--- config.mk ---
export PLATFORM = sky130hd
export DESIGN_NAME = s2mm_frame_packer_flat
export DESIGN_NICKNAME = d
export VERILOG_FILES = /design/src/rtl/s2mm_frame_packer_if.sv /design/src/rtl/s2mm_frame_packer.sv /design/src/flat_wrapper.sv
export SDC_FILE = /design/constraint.sdc
export NUM_CORES = 1
export LEC_CHECK = 0
export BUFFER_PORTS_ARGS = -buffer_cell sky130_fd_sc_hd__buf_2
export CAP_MARGIN = 20
export CORE_MARGIN = 2
export CORE_UTILIZATION = 45
export CTS_CLUSTER_SIZE = 40
export DETAILED_ROUTE_END_ITERATION = 6
export PLACE_DENSITY = 0.64
export SLEW_MARGIN = 20
export SYNTH_ARGS = -nofsm -noshare
export SYNTH_HDL_FRONTEND = slang
export SYNTH_SLANG_ARGS = --single-unit
--- constraint.sdc ---
create_clock -name clk -period 10.28 [get_ports clk]
set_input_delay 1.028 -clock clk [delete_from_list [all_inputs] [get_ports clk]]
set_output_delay 1.028 -clock clk [all_outputs]
set_load 0.02 [all_outputs]
--- src/rtl/s2mm_frame_packer_if.sv ---
// AXI-Stream beat interface between the frame packer and the DMA S2MM sink.
interface s2mm_frame_packer_if #(
  parameter int unsigned DATA_W = 32
) ();
  logic [DATA_W-1:0]   tdata;
  logic [DATA_W/8-1:0] tkeep;
  logic                tlast;
  logic                tvalid;
  logic                tready;

  modport master (output tdata, output tkeep, output tlast, output tvalid, input tready);
  modport slave  (input tdata, input tkeep, input tlast, input tvalid, output tready);
endinterface

--- src/rtl/s2mm_frame_packer.sv ---
// Packs 16-bit samples into 32-bit beats, buffers them in a FWFT FIFO and
// frames them with tlast every frame_beats beats; counts samples dropped on back-pressure.
module s2mm_frame_packer #(
  parameter int unsigned SAMPLE_W   = 16,
  parameter int unsigned FIFO_DEPTH = 16,
  parameter int unsigned CNT_W      = 16
) (
  input  logic                   clk,
  input  logic                   rst_n,
  input  logic                   enable_i,
  input  logic [CNT_W-1:0]       frame_beats_i,
  input  logic [SAMPLE_W-1:0]    sample_in_i,
  input  logic                   sample_vld_i,
  s2mm_frame_packer_if.master    m_axis,
  output logic [CNT_W-1:0]       drop_cnt_o,
  output logic                   overflow_o,
  output logic                   busy_o
);

  localparam int unsigned BEAT_W = 2 * SAMPLE_W;
  localparam int unsigned KEEP_W = BEAT_W / 8;
  localparam int unsigned PTR_W  = $clog2(FIFO_DEPTH);
  localparam int unsigned OCC_W  = PTR_W + 1;
  localparam logic [CNT_W-1:0]  CNT_MAX   = '1;
  localparam logic [OCC_W-1:0]  OCC_FULL  = OCC_W'(FIFO_DEPTH);
  localparam logic [KEEP_W-1:0] KEEP_HALF = {{(KEEP_W/2){1'b0}}, {(KEEP_W/2){1'b1}}};

  typedef enum logic [1:0] {ST_IDLE, ST_RUN, ST_FLUSH} state_e;

  state_e              state_q, state_d;
  logic [CNT_W-1:0]    frame_last_q, frame_last_d;
  logic                pair_vld_q, pair_vld_d;
  logic [SAMPLE_W-1:0] pair_lo_q, pair_lo_d;
  logic [PTR_W-1:0]    wr_ptr_q, wr_ptr_d;
  logic [PTR_W-1:0]    rd_ptr_q, rd_ptr_d;
  logic [OCC_W-1:0]    occ_q, occ_d;
  logic [CNT_W-1:0]    beat_cnt_q, beat_cnt_d;
  logic [CNT_W-1:0]    drop_q, drop_d;
  logic                ovf_q, ovf_d;
  logic                busy_q, busy_d;

  logic [BEAT_W-1:0]     mem_q [FIFO_DEPTH];
  logic [FIFO_DEPTH-1:0] half_q;

  logic              wr_en;
  logic              wr_half;
  logic [BEAT_W-1:0] wr_data;
  logic              fifo_full;
  logic              head_vld;
  logic              head_last;
  logic              rd_en;

  // Full is judged on the registered occupancy, so a same-cycle read never frees a slot.
  assign fifo_full = (occ_q == OCC_FULL);
  assign head_vld  = (occ_q != '0);
  assign head_last = (beat_cnt_q == frame_last_q) ||
                     ((state_q == ST_FLUSH) && (occ_q == OCC_W'(1)) && !pair_vld_q);
  assign rd_en     = head_vld && m_axis.tready;

  always_comb begin
    state_d      = state_q;
    frame_last_d = frame_last_q;
    pair_vld_d   = pair_vld_q;
    pair_lo_d    = pair_lo_q;
    wr_ptr_d     = wr_ptr_q;
    rd_ptr_d     = rd_ptr_q;
    occ_d        = occ_q;
    beat_cnt_d   = beat_cnt_q;
    drop_d       = drop_q;
    ovf_d        = ovf_q;
    wr_en        = 1'b0;
    wr_half      = 1'b0;
    wr_data      = '0;

    unique case (state_q)
      ST_IDLE: begin
        if (enable_i) begin
          frame_last_d = (frame_beats_i == '0) ? '0 : frame_beats_i - CNT_W'(1);
          drop_d       = '0;
          ovf_d        = 1'b0;
          beat_cnt_d   = '0;
          state_d      = ST_RUN;
        end
      end
      ST_RUN: begin
        if (sample_vld_i) begin
          if (!pair_vld_q) begin
            pair_lo_d  = sample_in_i;
            pair_vld_d = 1'b1;
          end else begin
            pair_vld_d = 1'b0;
            if (!fifo_full) begin
              wr_en   = 1'b1;
              wr_data = {sample_in_i, pair_lo_q};
            end else begin
              // Whole pair is discarded so low/high sample alignment is preserved.
              drop_d = (drop_q > CNT_MAX - CNT_W'(2)) ? CNT_MAX : drop_q + CNT_W'(2);
              ovf_d  = 1'b1;
            end
          end
        end
        if (!enable_i) state_d = ST_FLUSH;
      end
      ST_FLUSH: begin
        if (pair_vld_q && !fifo_full) begin
          wr_en      = 1'b1;
          wr_half    = 1'b1;
          wr_data    = {SAMPLE_W'(0), pair_lo_q};
          pair_vld_d = 1'b0;
        end
      end
      default: state_d = ST_IDLE;
    endcase

    if (wr_en) wr_ptr_d = wr_ptr_q + PTR_W'(1);
    if (rd_en) begin
      rd_ptr_d   = rd_ptr_q + PTR_W'(1);
      beat_cnt_d = head_last ? '0 : beat_cnt_q + CNT_W'(1);
    end

    case ({wr_en, rd_en})
      2'b10:   occ_d = occ_q + OCC_W'(1);
      2'b01:   occ_d = occ_q - OCC_W'(1);
      default: occ_d = occ_q;
    endcase

    if ((state_q == ST_FLUSH) && !pair_vld_d && (occ_d == '0)) state_d = ST_IDLE;
    busy_d = (state_d != ST_IDLE);
  end

  always_ff @(posedge clk or negedge rst_n) begin
    if (!rst_n) begin
      state_q      <= ST_IDLE;
      frame_last_q <= '0;
      pair_vld_q   <= 1'b0;
      pair_lo_q    <= '0;
      wr_ptr_q     <= '0;
      rd_ptr_q     <= '0;
      occ_q        <= '0;
      beat_cnt_q   <= '0;
      drop_q       <= '0;
      ovf_q        <= 1'b0;
      busy_q       <= 1'b0;
    end else begin
      state_q      <= state_d;
      frame_last_q <= frame_last_d;
      pair_vld_q   <= pair_vld_d;
      pair_lo_q    <= pair_lo_d;
      wr_ptr_q     <= wr_ptr_d;
      rd_ptr_q     <= rd_ptr_d;
      occ_q        <= occ_d;
      beat_cnt_q   <= beat_cnt_d;
      drop_q       <= drop_d;
      ovf_q        <= ovf_d;
      busy_q       <= busy_d;
    end
  end

  // Beat storage; contents are don't-care while the occupancy marks them empty.
  always_ff @(posedge clk) begin
    if (wr_en) begin
      mem_q[wr_ptr_q]  <= wr_data;
      half_q[wr_ptr_q] <= wr_half;
    end
  end

  assign m_axis.tvalid = head_vld;
  assign m_axis.tdata  = head_vld ? mem_q[rd_ptr_q] : '0;
  assign m_axis.tkeep  = head_vld ? (half_q[rd_ptr_q] ? KEEP_HALF : '1) : '0;
  assign m_axis.tlast  = head_vld && head_last;
  assign drop_cnt_o    = drop_q;
  assign overflow_o    = ovf_q;
  assign busy_o        = busy_q;

endmodule

--- src/flat_wrapper.sv ---
// flat-port wrapper written by rule: the top's interface ports become plain ports
module s2mm_frame_packer_flat 
#(
  parameter int unsigned SAMPLE_W   = 16,
  parameter int unsigned FIFO_DEPTH = 16,
  parameter int unsigned CNT_W      = 16
)
  (clk, rst_n, enable_i, frame_beats_i, sample_in_i, sample_vld_i, drop_cnt_o, overflow_o, busy_o, m_axis_tdata, m_axis_tkeep, m_axis_tlast, m_axis_tvalid, m_axis_tready);
  s2mm_frame_packer_if #(.DATA_W(32)) m_axis_i ();
  input  logic clk;
  input  logic rst_n;
  input  logic enable_i;
  input  logic [CNT_W-1:0] frame_beats_i;
  input  logic [SAMPLE_W-1:0] sample_in_i;
  input  logic sample_vld_i;
  output logic [CNT_W-1:0] drop_cnt_o;
  output logic overflow_o;
  output logic busy_o;
  output wire logic [$bits(m_axis_i.tdata)-1:0] m_axis_tdata;
  output wire logic [$bits(m_axis_i.tkeep)-1:0] m_axis_tkeep;
  output wire logic [$bits(m_axis_i.tlast)-1:0] m_axis_tlast;
  output wire logic [$bits(m_axis_i.tvalid)-1:0] m_axis_tvalid;
  input wire logic [$bits(m_axis_i.tready)-1:0] m_axis_tready;
  assign m_axis_tdata = m_axis_i.tdata;
  assign m_axis_tkeep = m_axis_i.tkeep;
  assign m_axis_tlast = m_axis_i.tlast;
  assign m_axis_tvalid = m_axis_i.tvalid;
  assign m_axis_i.tready = m_axis_tready;
  s2mm_frame_packer #(.SAMPLE_W(SAMPLE_W), .FIFO_DEPTH(FIFO_DEPTH), .CNT_W(CNT_W)) u_core (.clk(clk), .rst_n(rst_n), .enable_i(enable_i), .frame_beats_i(frame_beats_i), .sample_in_i(sample_in_i), .sample_vld_i(sample_vld_i), .m_axis(m_axis_i), .drop_cnt_o(drop_cnt_o), .overflow_o(overflow_o), .busy_o(busy_o));
endmodule
==> flow_metrics.env, run 1 <==
export IMPL_outcome="complete, no violations"
export IMPL_grt_pass1_vias=13125
export IMPL_ys_warn_count=0
export IMPL_endpoint_kind="output port"
export IMPL_cts_reportedPaths_clkPinSlew_ns=0.06
export IMPL_area_delta_synth_final_pct=14.23
export IMPL_fin_setup_tns_ns=0
export IMPL_hold_class="input port to async pin"
export IMPL_rsz0062_at_grt="no"
export IMPL_startpoint_type="register"
export IMPL_p_seq_share_pct=42.0
export IMPL_start_util_pct=45.46
export IMPL_cts_tree="done"
export IMPL_crit_chain="buf_16, buf_12, mux4_2, mux4_2, and2_1, buf_2"
export IMPL_drive_gt1_share_pct=28.58
export IMPL_port_buffers=92
export IMPL_holdBufCountCts=0
export IMPL_synth_edf_count=528
export IMPL_core_area_um2=54990
export IMPL_place_gp_congestion=0.8010
export IMPL_fin_nets=1492
export IMPL_cpMostUsedCell="mux4_2"
export IMPL_worstMarginPinSlew_ns=1.181
export IMPL_route_antenna_remaining_nets=0
export IMPL_fin_crit_sh_pct=46.45
export IMPL_setup_viol=0
export IMPL_synth_yosys_seq_area_share_pct=71.63
export IMPL_required_ns=9.25
export IMPL_grt_start_max_net_pins=86
export IMPL_critPathSlowestCell="dfrtp_4"
export IMPL_crit_path_start="u_core.rd_ptr_q[0]$_DFFE_PN0P_"
export IMPL_r2r_slack_ns=5.57
export IMPL_cpPeakStageDelay_ns=0.67
export IMPL_drcViolationCount=0
export IMPL_ctsResizeCount=0
export IMPL_routedWlPerCell_um=24.23
export IMPL_setup_ws_ns=5.505
export IMPL_clock_sinks=610
export IMPL_combPwrFrac_pct=26.0
export IMPL_final_common_cell="edfxtp_1"
export IMPL_ys_ff_latch=610
export IMPL_worstPathArrival_ns=3.75
export IMPL_netSwitchingFraction_pct=29.26
export IMPL_cts_path_max_buffers=3
export IMPL_cts_setup_buffers=0
export IMPL_fmax_mhz=209.4
export IMPL_grt_use_total_pct=19.51
export IMPL_path_buf_inv=3
export IMPL_grt_pass1_wl_um=82210
export IMPL_die_y_um=239.7
export IMPL_cts_buffers=66
export IMPL_synth_cells=1322
export IMPL_drt_iter0_markers=1089
export IMPL_finalWorstPathRequiredPeriod_ns=4.775
export IMPL_p_int_mw=5.020
export IMPL_maxCapViolCount=0
export IMPL_hold_viol_final=0
export IMPL_worst_setup_path_type="register to output port"
export IMPL_clk_latency_ns=0.60
export IMPL_syn_nets=1378
export IMPL_cts_root_buffer_cell="clkbuf_16"
export IMPL_drv_slew=0
export IMPL_dieArea_um2=57450
export IMPL_hpwl_um=32150
export IMPL_worstReg2RegStart="u_core.occ_q[0]$_DFF_PN0_"
export IMPL_drt_total_wl_um=54010
export IMPL_critPathMaxFanout=85
export IMPL_final_cell_mix="edfxtp_1 (528), mux4_2 (165), buf_2 (91)"
export IMPL_p_per_area_nw_per_um2=248.5
export IMPL_syn_mean_instance_area_um2=18.91
export IMPL_yosysUniqueCellTypes=61
export IMPL_crit_family="multiplexers"
export IMPL_maxSlewHeadroom_pct=21.26
export IMPL_grt_ovfl_total=0
export IMPL_syn_area_um2=25000
export IMPL_reg2regPathDepth=8
export IMPL_die_x_um=239.7
export IMPL_htree_levels=3
export IMPL_clkPwrFrac_pct=32.0
export IMPL_fin_skew_ns=0.02482
export IMPL_ys_async_sr_fraction_pct=13.44
export IMPL_antenna_found_initial=3
export IMPL_leakage_nw=10.07
export IMPL_via_count=12653
export IMPL_std_cell_rows=86
export IMPL_final_util_pct=51.93
export IMPL_place_ws_ns=5.566
export IMPL_vias_per_cell=5.677
export IMPL_synth_ff_type="edfxtp_1"
export IMPL_ios=93
export IMPL_r2r_end="u_core.mem_q[15][2]$_DFFE_PP_"
export IMPL_p_switching_mw=2.076
export IMPL_irDropWorstVdd_uv=149.5
export IMPL_total_power_mw=7.096
export IMPL_firstDrtPassIters=5
## worst max-delay path by stage
| stage | to | slack (ns) | cells after the start |
|---|---|---|---|
| detailed placement | u_core.mem_q[12][18]$_DFFE_PP_ | 5.57 | 8 |
| floorplan | u_core.half_q[3]$_DFFE_PP_ | 5.82 | 5 |
| global route | u_core.busy_o$_DFF_PN0_ | 5.19 | 11 |
| CTS | m_axis_tkeep[2] | 5.16 | 5 |
| finish | m_axis_tdata[14] | 5.50 | 6 |
| global placement | u_core.mem_q[15][10]$_DFFE_PP_ | 5.59 | 8 |
## synthesized netlist by cell type, types with 4 or more instances
| library cell | count | area [µm²] |
|---|---|---|
| nand2_1 | 59 | 221.5 |
| nand4_1 | 15 | 93.84 |
| nor2b_1 | 4 | 25.02 |
| a21oi_1 | 6 | 30.03 |
| o31ai_1 | 15 | 112.6 |
| nor4_1 | 9 | 56.30 |
| dfrtp_1 | 82 | 2052 |
| a31oi_1 | 15 | 93.84 |
| nor3_1 | 18 | 90.09 |
| mux2i_1 | 13 | 130.1 |
| and3_1 | 24 | 150.1 |
| buf_2 | 22 | 110.1 |
| ha_1 | 19 | 237.7 |
| buf_6 | 8 | 90.09 |
| nand3_1 | 19 | 95.09 |
| clkbuf_1 | 32 | 120.1 |
| buf_1 | 11 | 41.29 |
| o311ai_0 | 5 | 43.79 |
| o21ai_0 | 22 | 110.1 |
| xor2_1 | 21 | 183.9 |
| inv_1 | 22 | 82.58 |
| o21ai_1 | 11 | 55.05 |
| a41oi_1 | 4 | 35.03 |
| mux4_2 | 165 | 3716 |
| xnor2_1 | 11 | 96.34 |
| mux2_2 | 17 | 191.4 |
| nor2_1 | 45 | 168.9 |
| and2_1 | 50 | 312.8 |
| edfxtp_1 | 528 | 15860 |
## flip-flops by register name, indices dropped and copies added (netlist names)
name	cells
u_core.beat_cnt_q	16
u_core.busy_o	1
u_core.drop_cnt_o	16
u_core.frame_last_q	16
u_core.half_q	16
u_core.mem_q	512
u_core.occ_q	5
u_core.overflow_o	1
u_core.pair_lo_q	16
u_core.pair_vld_q	1
u_core.rd_ptr_q	4
u_core.state_q	2
u_core.wr_ptr_q	4
## worst reg2reg max path: stages (launching register included)
cell	delay [ns]
dfrtp_1	0.46
inv_1	0.10
ha_1	0.22
and4bb_2	0.29
nor2_1	0.83
o21a_1	0.85
nand2_1	0.48
nor2_4	0.66
buf_4	0.47
## power groups by stage
stage / logic [mW] / registers [mW] / clock network, mW
global placement: 1.83 / 3.07 / 0
floorplan: 1.52 / 2.90 / 0
global route: 2.02 / 3.01 / 2.41
finish: 1.85 / 2.98 / 2.27
CTS: 1.84 / 3.03 / 2.32
detailed placement: 1.83 / 3.08 / 0
## layer usage
metal / track usage, % / share of wire (%) / vias up
met5: 0 / 0.076 / -
met4: 4.735 / 1.8 / 6
met3: 4.137 / 5.9 / 75
met2: 31.90 / 49 / 375
met1: 26.94 / 43 / 6632
li1: - / - / 5565
## stage by stage
stage	cells	hold WS, ns	cell area (µm²)
finish	2229	0.3131	28560
global route	2228	0.3016	28550
CTS	2227	0.2867	28530
detailed placement	2115	0.4667	26460
global placement	2109	0.4636	26320
floorplan	1322	0.4681	25000
## cell type report
cell class,count,area (µm²)
diodes,1,2.502
inverters,23,86.33
well taps,748,935.9
fillers,4336,26430
flip-flops and latches,610,17920
clock inverters,26,274.0
clock buffers,86,1788
multi-input cells,613,6731
repair buffers,122,820.8
## kinds of logic after synthesis
| kind of cell | after synthesis | share of synthesized area (%) |
|---|---|---|
| AO/OA/AOI/OAI | 100 | 2.643 |
| XOR/XNOR | 32 | 1.121 |
| adder cells (fa/ha/maj) | 19 | 0.9510 |
| buffers and inverters | 99 | 1.882 |
| flip-flops | 610 | 71.63 |
| multiplexers | 195 | 16.15 |
| AND/OR/NAND/NOR | 267 | 5.621 |
Note: power is estimated with default switching activity, not from simulation.
==> inputs of run 2 (changes only) <==
==> constraint.sdc (replaced) <==
create_clock -name clk -period 4.45 [get_ports clk]
set_input_delay 0.445 -clock clk [delete_from_list [all_inputs] [get_ports clk]]
set_output_delay 0.445 -clock clk [all_outputs]
set_load 0.02 [all_outputs]
==> run 2 against run 1 <==
Compared with the run above: power grew 140%; count of clock-buffer cells in the layout shrank 7; combinational power grew 130%; sequential power grew 130%; wire length grew 3.4%; cell count grew 1.0%; sequential cell count is the same.
==> flow_metrics.env, run 2 (same netlist as run 1, synthesis figures left out) <==
export IMPL_outcome="complete, no violations"
export IMPL_area_delta_synth_final_pct=15.11
export IMPL_grt_pass1_vias=13297
export IMPL_hpwl_um=32640
export IMPL_largest_reg_flops=512
export IMPL_drive_gt1_share_pct=29.59
export IMPL_fin_nets=1512
export IMPL_dieArea_um2=57450
export IMPL_routedWlPerCell_um=24.79
export IMPL_p_per_area_nw_per_um2=583.4
export IMPL_total_power_mw=16.79
export IMPL_largest_register="u_core.mem_q"
export IMPL_grt_start_max_net_pins=53
export IMPL_endpoint_kind="output port"
export IMPL_port_buffers=92
export IMPL_clk_latency_ns=0.59
export IMPL_fin_setup_tns_ns=0
export IMPL_worst_setup_path_type="register to output port"
export IMPL_final_cell_area_um2=28780
export IMPL_maxCapViolCount=0
export IMPL_rsz0062_at_grt="no"
export IMPL_drt_iter0_markers=1179
export IMPL_critPathMaxFanout=34
export IMPL_clock_sinks=610
export IMPL_std_cell_rows=86
export IMPL_grt_use_total_pct=20.01
export IMPL_worstMarginPinSlew_ns=1.039
export IMPL_core_area_um2=54990
export IMPL_hold_viol_final=0
export IMPL_cts_buffers=66
export IMPL_route_antenna_remaining_nets=0
export IMPL_grt_ovfl_total=0
export IMPL_setup_viol=0
export IMPL_irDropWorstVdd_uv=354.0
export IMPL_drcViolationCount=0
export IMPL_required_ns=4.01
export IMPL_reg2regPathDepth=10
export IMPL_firstDrtPassIters=5
export IMPL_hold_class="input port to register"
export IMPL_cts_reportedPaths_clkPinSlew_ns=0.06
export IMPL_fmax_mhz=276.2
export IMPL_final_cell_mix="edfxtp_1 (528), mux4_2 (165), buf_2 (91)"
export IMPL_drt_total_wl_um=55840
export IMPL_maxSlewHeadroom_pct=30.47
export IMPL_die_y_um=239.7
export IMPL_ctsResizeCount=0
export IMPL_hold_depth=2
export IMPL_via_count=12884
export IMPL_vias_per_cell=5.721
export IMPL_antenna_found_initial=3
export IMPL_placed_area_um2=26580
export IMPL_grt_pass1_wl_um=83990
export IMPL_final_common_cell="edfxtp_1"
export IMPL_htree_levels=3
export IMPL_leakage_nw=10.22
export IMPL_startpoint_type="register"
export IMPL_die_x_um=239.7
export IMPL_worstPathArrival_ns=3.18
export IMPL_place_gp_congestion=0.8239
export IMPL_cts_path_max_buffers=3
export IMPL_drv_slew=0
export IMPL_cts_setup_buffers=0
export IMPL_hold_ws_ns=0.08780
export IMPL_fin_skew_ns=0.02314
export IMPL_start_util_pct=45.46
export IMPL_cts_root_buffer_cell="clkbuf_16"
export IMPL_cts_tree="done"
export IMPL_num_antenna_cells=0
export IMPL_ios=93
export IMPL_finalWorstPathRequiredPeriod_ns=3.621
export IMPL_fin_crit_sh_pct=81.36
## run 2: timing repair
action	in CTS	in global routing
setup endpoints to repair	0	0
hold endpoints to repair	51	0
hold buffers	1	0
## run 2: layer usage
layer | share of wire [%] | global-route usage, % | vias up | wire [µm]
met2 | 49 | 32.09 | 397 | 27220
met1 | 43 | 27.60 | 6787 | 23890
met5 | 0.043 | 0 | - | 24
li1 | - | - | 5612 | -
met4 | 1.9 | 5.852 | 4 | 1070
met3 | 6.5 | 4.506 | 84 | 3633
## run 2: through the flow
stage / setup slack (ns) / utilization [%] / cells
floorplan: 0.1025 / - / 1322
global placement: 1.197 / 48.32 / 2134
detailed placement: 1.092 / 48.34 / 2135
CTS: 0.7106 / 52.33 / 2252
global route: 0.6498 / 52.33 / 2252
finish: 0.8293 / 52.33 / 2252
## run 2: worst max-delay path: stages (launching register included)
cell and delay, ns:
dfrtp_4 0.75, buf_4 0.56, mux4_2 0.40, mux4_2 0.52
and2_1 0.18, buf_2 0.15
## run 2: report_power, final
group	internal [mW]	switching (mW)	total [mW]
registers	6.46	0.458	6.92
clock network	3.33	2.20	5.53
logic	2.10	2.24	4.34
## run 2: area by class of cell
| type | instances | area (µm²) |
|---|---|---|
| inverter | 23 | 86.33 |
| clock buffer | 79 | 1743 |
| multi-input combinational | 613 | 6731 |
| timing repair buffer | 142 | 919.6 |
| sequential | 610 | 17920 |
| tap | 748 | 935.9 |
| fill | 4320 | 26210 |
| clock inverter | 37 | 441.7 |
## run 2: final timing paths
kind | from | to | slack (ns)
max in group asynchronous | rst_n | u_core.rd_ptr_q[0]$_DFFE_PN0P_ | 3.06
max reg2reg | u_core.state_q[1]$_DFF_PN0_ | u_core.busy_o$_DFF_PN0_ | 1.01
min reg2reg | u_core.overflow_o$_DFFE_PN0P_ | u_core.overflow_o$_DFFE_PN0P_ | 0.48
max | u_core.rd_ptr_q[1]$_DFFE_PN0P_ | m_axis_tdata[27] | 0.83
min | frame_beats_i[0] | u_core.frame_last_q[0]$_DFFE_PN0P_ | 0.09
min in group asynchronous | rst_n | u_core.frame_last_q[6]$_DFFE_PN0P_ | 0.44
==> inputs of run 3 (changes only) <==
--- a/config.mk
+++ b/config.mk
@@ -11,7 +11,7 @@
 export CORE_UTILIZATION = 45
 export CTS_CLUSTER_SIZE = 40
 export DETAILED_ROUTE_END_ITERATION = 6
-export PLACE_DENSITY = 0.64
+export PLACE_DENSITY = 0.66
 export SLEW_MARGIN = 20
 export SYNTH_ARGS = -nofsm -noshare
 export SYNTH_HDL_FRONTEND = slang
==> constraint.sdc (replaced) <==
create_clock -name clk -period 2.95 [get_ports clk]
set_input_delay 0.295 -clock clk [delete_from_list [all_inputs] [get_ports clk]]
set_output_delay 0.295 -clock clk [all_outputs]
set_load 0.02 [all_outputs]
==> run 3 against run 2 <==
Compared with the run above: the run now ends with setup timing left; critical path depth increased by 1; power increased by 54%; design area increased by 3.7%; clock power increased by 38%; largest cell class unchanged.
==> flow_metrics.env, run 3 (same netlist as run 1, synthesis figures left out) <==
export IMPL_crit_family="multiplexers"
export IMPL_grtUsageMet2_pct=32.88
export IMPL_largest_register="u_core.mem_q"
export IMPL_fin_skew_ns=0.01789
export IMPL_port_buffers=92
export IMPL_reg2regPathDepth=12
export IMPL_cts_buffers=60
export IMPL_antenna_found_initial=6
export IMPL_leakage_nw=10.65
export IMPL_outcome="finished with violations"
export IMPL_grt_pass1_vias=13405
export IMPL_grt_start_max_net_pins=47
export IMPL_path_buf_inv=3
export IMPL_drt_iter0_markers=1077
export IMPL_fin_crit_sh_pct=107.7
export IMPL_worst_setup_path_type="register to output port"
export IMPL_start_util_pct=45.46
export IMPL_fmax_mhz=314.7
export IMPL_route_antenna_remaining_nets=0
export IMPL_multiInputGateArea_um2=6812
export IMPL_hold_viol_final=0
export IMPL_clk_latency_ns=0.63
export IMPL_cts_root_buffer_cell="clkbuf_16"
export IMPL_crit_chain="buf_4, bufbuf_16, mux4_2, mux4_2, and2_1, buf_2"
export IMPL_violations="setup timing"
export IMPL_hold_depth=3
export IMPL_dieArea_um2=57450
export IMPL_die_x_um=239.7
export IMPL_final_cell_mix="edfxtp_1 (528), mux4_2 (165), buf_2 (86)"
export IMPL_clock_sinks=610
export IMPL_busiest_layer="met2"
export IMPL_rsz0062_at_grt="yes"
export IMPL_regArea_um2=17920
export IMPL_cts_path_max_buffers=3
export IMPL_place_ws_ns=0.02591
export IMPL_die_y_um=239.7
export IMPL_cts_tree="done"
export IMPL_fin_nets=1582
export IMPL_ios=93
export IMPL_endpoint_kind="output port"
export IMPL_std_cell_rows=86
export IMPL_drv_slew=0
export IMPL_worstMarginPinSlew_ns=0.9051
export IMPL_placed_area_um2=27090
export IMPL_critPathSlowestCell="mux4_2"
export IMPL_startpoint_type="register"
export IMPL_place_gp_congestion=0.8364
export IMPL_cts_reportedPaths_clkPinSlew_ns=0.06
export IMPL_maxSlewHeadroom_pct=39.44
export IMPL_hold_class="input port to register"
export IMPL_p_per_area_nw_per_um2=868.7
export IMPL_grt_ovfl_total=0
export IMPL_critPathMaxFanout=5
export IMPL_area_delta_synth_final_pct=19.37
export IMPL_routedWlPerCell_um=24.40
export IMPL_nFillCells=4226
export IMPL_cpPeakStageDelay_ns=0.51
export IMPL_setup_viol=34
export IMPL_grt_util_met1_pct=28.65
export IMPL_finalWorstPathRequiredPeriod_ns=3.178
export IMPL_final_common_cell="edfxtp_1"
export IMPL_vias_per_cell=5.688
export IMPL_maxCapViolCount=0
export IMPL_hpwl_um=32390
export IMPL_grt_pass1_wl_um=85150
export IMPL_drt_total_wl_um=56830
export IMPL_irDropWorstVdd_uv=574.7
export IMPL_via_count=13248
export IMPL_required_ns=2.65
export IMPL_final_cell_area_um2=29840
export IMPL_worstSetupPathDepth=6
export IMPL_drive_gt1_share_pct=31.43
export IMPL_htree_levels=2
export IMPL_firstDrtPassIters=7
export IMPL_drcViolationCount=0
export IMPL_core_area_um2=54990
export IMPL_grt_use_total_pct=20.23
export IMPL_worstPathArrival_ns=2.88
export IMPL_use_met3_pct=3.918
export IMPL_cpMostUsedCell="mux4_2"
export IMPL_largest_reg_flops=512
export IMPL_setup_ws_ns=-0.2277
## run 3: cell count changes in the layout (fill, tap and decap cells not counted), sizes merged
cell and delta:
diode +3, bufbuf +1, clkinv -4, clkinvlp +3, bufinv -4, inv -3
dlygate4sd3 +27, buf +46, clkbuf +8
## run 3: what timing repair did
item / 4_1_cts / 5_1_grt
pin swaps: 1 / 1
endpoints found under the setup margin: 34 / 37
hold buffers: 28 / 0
cloned: 6 / 2
endpoints found under the hold margin: 71 / 0
setup buffers: 12 / 6
resized for setup: 25 / 7
## run 3: routing by layer
layer  vias up  routed length, µm
li1       5762                  -
met1      6923              23870
met2       477              28050
met3        82               4012
met4         4                878
met5         -                 22
## run 3: report_power, final
part	switching, mW	total (mW)	internal [mW]
Sequential	0.465	10.2	9.74
Combinational	3.98	8.10	4.12
Clock	3.21	7.62	4.41
Total	7.65	25.9	18.3
## run 3: layout make-up
class / instances / share of cell area (%)
Clock inverter: 29 / 1.019
Tap cell: 748 / 3.136
Multi-Input combinational cell: 613 / 22.83
Timing Repair Buffer: 218 / 7.048
Sequential cell: 610 / 60.04
Clock buffer: 85 / 5.618
Inverter: 23 / 0.2893
Antenna cell: 3 / 0.02516
## run 3: tightest hold or removal path, stage by stage
cell and delay [ns]:
buf_2 0.11, xor2_1 0.15, o31ai_1 0.07
## run 3: path summary, 6_finish.rpt
check,start,end,slack [ns]
min in group asynchronous,rst_n,u_core.frame_last_q[15]$_DFFE_PN0P_,0.21
min reg2reg,u_core.frame_last_q[6]$_DFFE_PN0P_,u_core.frame_last_q[6]$_DFFE_PN0P_,0.50
min,frame_beats_i[11],u_core.frame_last_q[11]$_DFFE_PN0P_,0.04
max in group asynchronous,rst_n,u_core.drop_cnt_o[9]$_DFFE_PN0P_,2.00
max,u_core.rd_ptr_q[0]$_DFFE_PN0P_,m_axis_tdata[15],-0.23
max reg2reg,u_core.state_q[0]$_DFF_PN0_,u_core.state_q[1]$_DFF_PN0_,0.20
## run 3: per-stage QoR
step | utilization (%) | std cells | hold slack, ns | power [mW] | setup TNS [ns]
floorplan | - | 1322 | -0.0005911 | 15.45 | -87.51
global placement | 49.27 | 2159 | 0.3474 | 17.62 | 0
detailed placement | 49.27 | 2159 | 0.3477 | 17.67 | 0
CTS | 54.08 | 2319 | 0.01435 | 26.07 | -6.942
global route | 54.27 | 2328 | 0.05893 | 27.08 | -8.699
finish | 54.27 | 2329 | 0.04370 | 25.92 | -5.588
